**config.mk**
```make
export PLATFORM = sky130hd
export DESIGN_NAME = countdown_timer
export DESIGN_NICKNAME = d
export VERILOG_FILES = /design/src/rtl/countdown_timer.sv
export SDC_FILE = /design/constraint.sdc
export NUM_CORES = 1
export LEC_CHECK = 0
export ABC_AREA = 1
export CAP_MARGIN = 10
export CORE_UTILIZATION = 49
export CTS_CLUSTER_SIZE = 16
export DETAILED_ROUTE_END_ITERATION = 7
export GPL_TIMING_DRIVEN = 1
export PLACE_DENSITY_LB_ADDON = 0.05
export RECOVER_POWER = 50
export SLEW_MARGIN = 40
export SYNTH_ARGS = -nofsm -noshare
export SYNTH_HDL_FRONTEND = slang
export SYNTH_SLANG_ARGS = --single-unit
```
**constraint.sdc**
```tcl
create_clock -name clk_out -period 4 [get_ports clk_out]
set_clock_uncertainty 0.15 [all_clocks]
set_input_delay 0.8 -clock clk_out [delete_from_list [all_inputs] [get_ports clk_out]]
set_output_delay 0.8 -clock clk_out [all_outputs]
set_load 0.1 [all_outputs]
```
**src/rtl/countdown_timer.sv**
```systemverilog
// ---------------------------------------------------------------------------
// countdown_timer
//
// Countdown companion to the stopwatch in the multi-mode clock. A preset
// hour/minute/second value is latched with load and then decremented by one
// second on every clk_out edge while start is held high. When the count
// reaches zero the block parks in DONE with done high and pulses alarm for
// exactly one cycle.
//
// Optional build macro:
//   AUTO_RELOAD_EN - instead of stopping at zero, the final 0:00:01 edge
//                    reloads the last preset, stays in RUN and pulses alarm
//                    (periodic timer). A zero preset still ends in DONE.
//
// Ports:
//   clk_out     in   1  divided real-time clock, all logic on posedge
//   rst         in   1  asynchronous reset, active-high
//   load        in   1  latch preset values (highest priority)
//   set_hour    in   8  preset hour   (clamped to HOUR-1)
//   set_minute  in   8  preset minute (clamped to MINUTE-1)
//   set_second  in   8  preset second (clamped to SECOND-1)
//   start       in   1  run enable, high = run, low = pause
//   cur_hour    out  8  remaining hours
//   cur_minute  out  8  remaining minutes
//   cur_second  out  8  remaining seconds
//   state       out  2  IDLE=0, RUN=1, PAUSE=2, DONE=3
//   done        out  1  high while state is DONE
//   alarm       out  1  one-cycle pulse when the count expires
// ---------------------------------------------------------------------------
module countdown_timer #(
    parameter int HOUR   = 5,
    parameter int MINUTE = 3,
    parameter int SECOND = 21
) (
    input  logic       clk_out,
    input  logic       rst,
    input  logic       load,
    input  logic [7:0] set_hour,
    input  logic [7:0] set_minute,
    input  logic [7:0] set_second,
    input  logic       start,
    output logic [7:0] cur_hour,
    output logic [7:0] cur_minute,
    output logic [7:0] cur_second,
    output logic [1:0] state,
    output logic       done,
    output logic       alarm
);

    // Largest legal value of each field, kept 8 bits wide so every
    // comparison and assignment below is width-matched.
    localparam logic [7:0] HOUR_MAX   = 8'(HOUR - 1);
    localparam logic [7:0] MINUTE_MAX = 8'(MINUTE - 1);
    localparam logic [7:0] SECOND_MAX = 8'(SECOND - 1);

    typedef enum logic [1:0] {
        IDLE  = 2'd0,
        RUN   = 2'd1,
        PAUSE = 2'd2,
        DONE  = 2'd3
    } state_t;

    state_t state_r;

    logic [7:0] clamp_hour;
    logic [7:0] clamp_minute;
    logic [7:0] clamp_second;

    logic [7:0] dec_hour;
    logic [7:0] dec_minute;
    logic [7:0] dec_second;

    logic count_zero;
    logic count_one;

`ifdef AUTO_RELOAD_EN
    logic [7:0] shadow_hour;
    logic [7:0] shadow_minute;
    logic [7:0] shadow_second;
    logic       shadow_zero;
`endif

    assign state = state_r;

    // Out-of-range presets saturate at the top of their field so the count
    // can never hold a value the borrow logic does not expect.
    always_comb begin
        clamp_hour   = (set_hour   > HOUR_MAX)   ? HOUR_MAX   : set_hour;
        clamp_minute = (set_minute > MINUTE_MAX) ? MINUTE_MAX : set_minute;
        clamp_second = (set_second > SECOND_MAX) ? SECOND_MAX : set_second;
    end

    // One-second decrement with borrow. Hour is never decremented from
    // zero because this path is only taken while the count is above 0:00:01.
    always_comb begin
        dec_hour   = cur_hour;
        dec_minute = cur_minute;
        dec_second = cur_second - 8'd1;
        if (cur_second == 8'd0) begin
            dec_second = SECOND_MAX;
            if (cur_minute == 8'd0) begin
                dec_minute = MINUTE_MAX;
                dec_hour   = cur_hour - 8'd1;
            end else begin
                dec_minute = cur_minute - 8'd1;
            end
        end
    end

    assign count_zero = (cur_hour == 8'd0) && (cur_minute == 8'd0) &&
                        (cur_second == 8'd0);
    assign count_one  = (cur_hour == 8'd0) && (cur_minute == 8'd0) &&
                        (cur_second == 8'd1);

`ifdef AUTO_RELOAD_EN
    assign shadow_zero = (shadow_hour == 8'd0) && (shadow_minute == 8'd0) &&
                         (shadow_second == 8'd0);

    // Shadow copy of the last clamped preset, used to restart the count.
    always_ff @(posedge clk_out or posedge rst) begin
        if (rst) begin
            shadow_hour   <= 8'd0;
            shadow_minute <= 8'd0;
            shadow_second <= 8'd0;
        end else if (load) begin
            shadow_hour   <= clamp_hour;
            shadow_minute <= clamp_minute;
            shadow_second <= clamp_second;
        end
    end
`endif

    // Main control FSM. alarm defaults low every edge so it can only ever
    // be high for the single cycle after the edge that sets it.
    always_ff @(posedge clk_out or posedge rst) begin
        if (rst) begin
            state_r    <= IDLE;
            cur_hour   <= 8'd0;
            cur_minute <= 8'd0;
            cur_second <= 8'd0;
            done       <= 1'b0;
            alarm      <= 1'b0;
        end else begin
            alarm <= 1'b0;
            if (load) begin
                cur_hour   <= clamp_hour;
                cur_minute <= clamp_minute;
                cur_second <= clamp_second;
                state_r    <= IDLE;
                done       <= 1'b0;
            end else begin
                case (state_r)
                    IDLE: begin
                        if (start) begin
                            if (count_zero) begin
                                state_r <= DONE;
                                done    <= 1'b1;
                                alarm   <= 1'b1;
                            end else begin
                                state_r <= RUN;
                            end
                        end
                    end

                    RUN: begin
                        if (!start) begin
                            state_r <= PAUSE;
                        end else if (count_zero) begin
                            // Unreachable in normal use; parks safely.
                            state_r <= DONE;
                            done    <= 1'b1;
                            alarm   <= 1'b1;
                        end else if (count_one) begin
`ifdef AUTO_RELOAD_EN
                            alarm <= 1'b1;
                            if (shadow_zero) begin
                                cur_hour   <= 8'd0;
                                cur_minute <= 8'd0;
                                cur_second <= 8'd0;
                                state_r    <= DONE;
                                done       <= 1'b1;
                            end else begin
                                cur_hour   <= shadow_hour;
                                cur_minute <= shadow_minute;
                                cur_second <= shadow_second;
                            end
`else
                            cur_hour   <= 8'd0;
                            cur_minute <= 8'd0;
                            cur_second <= 8'd0;
                            state_r    <= DONE;
                            done       <= 1'b1;
                            alarm      <= 1'b1;
`endif
                        end else begin
                            cur_hour   <= dec_hour;
                            cur_minute <= dec_minute;
                            cur_second <= dec_second;
                        end
                    end

                    PAUSE: begin
                        if (start) begin
                            state_r <= RUN;
                        end
                    end

                    DONE: begin
                        cur_hour   <= 8'd0;
                        cur_minute <= 8'd0;
                        cur_second <= 8'd0;
                        done       <= 1'b1;
                    end

                    default: begin
                        state_r <= IDLE;
                    end
                endcase
            end
        end
    end

endmodule
```
==> impl_metrics.env <==
export IMPL_status="finished, final reports clean"
export IMPL_drive_above_1_share_pct=12.7
export IMPL_drt_wirelength_per_cell_microns=12.3
export IMPL_nFillCells=437
export IMPL_reg2reg_slack_ns=1.87
export IMPL_finalSetupTns_ns=0
export IMPL_worstSetupEndpointType="flip-flop"
export IMPL_drtAntennaViolNets=0
export IMPL_synth_largest_area_cell="dfrtp_1"
export IMPL_path_class="input pin to flip-flop"
export IMPL_vias_per_cell=5.23
export IMPL_setup_viol=0
export IMPL_preCtsSetupSlack_ns=1.05
export IMPL_cts_tree="done"
export IMPL_synth_cell_type_count=31
export IMPL_worstHoldStart="done"
export IMPL_hold_viol=0
export IMPL_cp_start_kind="input pin"
export IMPL_finalMaxSlewViolations=0
export IMPL_worstReg2RegStart="cur_hour[0]"
export IMPL_nNetsFinal=418
export IMPL_grt_pass1_vias=2046
export IMPL_whs_endpoint="done"
export IMPL_cts_inserted_buffers=3
export IMPL_postCtsHoldBufs=0
export IMPL_core_sq_um=4380
export IMPL_final_cell_count_no_fill=431
export IMPL_tightestPinTransition_ns=1.18
export IMPL_clock_fmax_mhz=363
export IMPL_wirelength_microns=5290
export IMPL_holdPathStages=2
export IMPL_layout_commonest_cell="nand2_1"
export IMPL_min_path_type="flip-flop to flip-flop"
export IMPL_cts_path_max_buffers=2
export IMPL_start_util_pct=51.4
export IMPL_dieHeight_microns=69.8
export IMPL_yosysTopAreaCellShare_pct=31.1
export IMPL_n_antenna_cell=0
export IMPL_drt_pre_antenna_iters=4
export IMPL_cp_arrival_ns=2.78
export IMPL_cts_htree_levels=1
export IMPL_overflow=0
export IMPL_grt_pass1_wl_microns=8890
export IMPL_ys_warnings_count=0
export IMPL_gp_congestion=0.863
export IMPL_fp_dieW_microns=69.8
export IMPL_cts_sinks=28
export IMPL_dp_hpwl_microns=4100
export IMPL_io_pins=56
export IMPL_min_period_ns=2.76
export IMPL_relSlewSlack_pct=21.9
export IMPL_grt_usage_pct=22.1
export IMPL_cp_max_fo=14
export IMPL_io_buffer_count=55
export IMPL_row_count=24
export IMPL_reg2reg_depth=11
export IMPL_post_route_period_util_pct=68.9
export IMPL_cts_resized_gates=0
export IMPL_rsz0062_at_grt="false"
export IMPL_dp_cells=427
export IMPL_clkSlewWorstSetupHoldPaths_ns=0.10
export IMPL_synth_cells=325
export IMPL_die_area_sq_um=4880
export IMPL_whs_ns=0.344
export IMPL_r2r_end="cur_minute[0]"
export IMPL_final_cell_mix="nand2_1 (100), inv_1 (37), nor2_1 (33)"
export IMPL_required_ns=4.02
export IMPL_syn_nets=363
export IMPL_drtIter0Drc=137
export IMPL_clock_latency_ns=0.28
export IMPL_ys_ff_latch=28
export IMPL_post_cts_buffers=0
export IMPL_antenna_found_initial=0
export IMPL_maxCapViolations=0
export IMPL_drc=0
export IMPL_clock_root_buffer="clkbuf_8"
export IMPL_vias=2252
export IMPL_synthTopCellsByArea="dfrtp_1 (31%), nand2_1 (17%), inv_1 (6.2%), ha_1 (5.5%), nor2_1 (5.5%)"
export IMPL_syn_cell_area_sq_um=2250
export IMPL_fin_ws_ns=1.24
export IMPL_syn_to_final_growth_pct=21.0
export IMPL_avgSynthCellArea_sq_um=6.94
export IMPL_ys_seq_area_share_pct=31.1
export IMPL_grt_max_degree=29
-- synth_stat cells --
master      n
or2_2       1
o21ai_2     5
o21a_1      1
dfrtp_1    28
clkbuf_1    2
nand4_1    16
xor2_1     10
nand2_2     2
a21o_1      1
nor2_4      4
nor2_1     33
o211ai_1    1
o22ai_1     1
a211oi_1    1
nand3_2     5
nand3_4     1
and3_1      1
nor2_2      6
o21ai_0    14
xnor2_1     2
buf_6       3
inv_2       3
nand2_1   100
nand2_4     2
o31ai_1     3
a21oi_1     4
nor3b_1     1
ha_1       10
inv_1      37
nand3_1    22
nor3_1      5
-- through the flow --
| stage | util (%) | area, sq um |
|---|---|---|
| after floorplan | - | 2250 |
| after global placement | 64.5 | 2830 |
| after detailed placement | 61.3 | 2690 |
| after CTS | 62.6 | 2740 |
| after global routing | 62.2 | 2730 |
| final | 62.2 | 2730 |
-- state kept, by name, indices dropped and copies added, names as in the netlist --
name        count
cur_second      8
cur_minute      8
state           2
done            1
cur_hour        8
alarm           1
-- worst max-delay path: stages --
cell	delay, ns
dlygate4sd3_1	0.83
inv_1	0.35
nand3_1	0.39
nand3_2	0.23
nand2_1	0.12
nand2_1	0.05
-- logic make-up (layout without fill, tap and decap cells) --
| group | count (synthesis) | count (layout) | synth area share (%) |
|---|---|---|---|
| adder cells (fa/ha/maj) | 10 | 10 | 5.55 |
| AO/OA/AOI/OAI | 31 | 31 | 8.55 |
| buffers and inverters | 45 | 99 | 8.49 |
| XOR/XNOR | 12 | 12 | 4.66 |
| flip-flops | 28 | 28 | 31.1 |
| AND/OR/NAND/NOR | 199 | 199 | 41.7 |
-- per-layer routing --
metal	vias to the layer above	part of all wire, %	GRT usage [%]
met3	8	3.3	2.33
met4	0	0.81	5.33
met2	49	47	37.1
met5	-	0	0
met1	1042	49	30.4
li1	1153	-	-
-- final cells by class --
type                       count  area, sq um  area share (%)
multi-input combinational    252         1360            50.0
clock buffer                   4         55.1            2.02
inverter                      40          150            5.50
tap                           52         65.1            2.39
timing repair buffer          55          394            14.4
sequential                    28          701            25.7
-- worst max-delay path by stage --
| stage | slack, ns | end | cells after the start | startpoint |
|---|---|---|---|---|
| final | 1.24 | cur_hour[3] | 6 | load |
| after global routing | 1.07 | cur_hour[3] | 6 | load |
| after CTS | 1.35 | cur_hour[3] | 6 | load |
| after detailed placement | 1.05 | cur_hour[3] | 6 | load |
| after global placement | 1.13 | cur_minute[7] | 7 | load |
| after floorplan | 1.53 | cur_minute[2] | 10 | cur_second[0] |
Power is left out: the tool's default activity adds up to more than one toggle a clock period on the data nets, which glitch-free logic cannot reach.
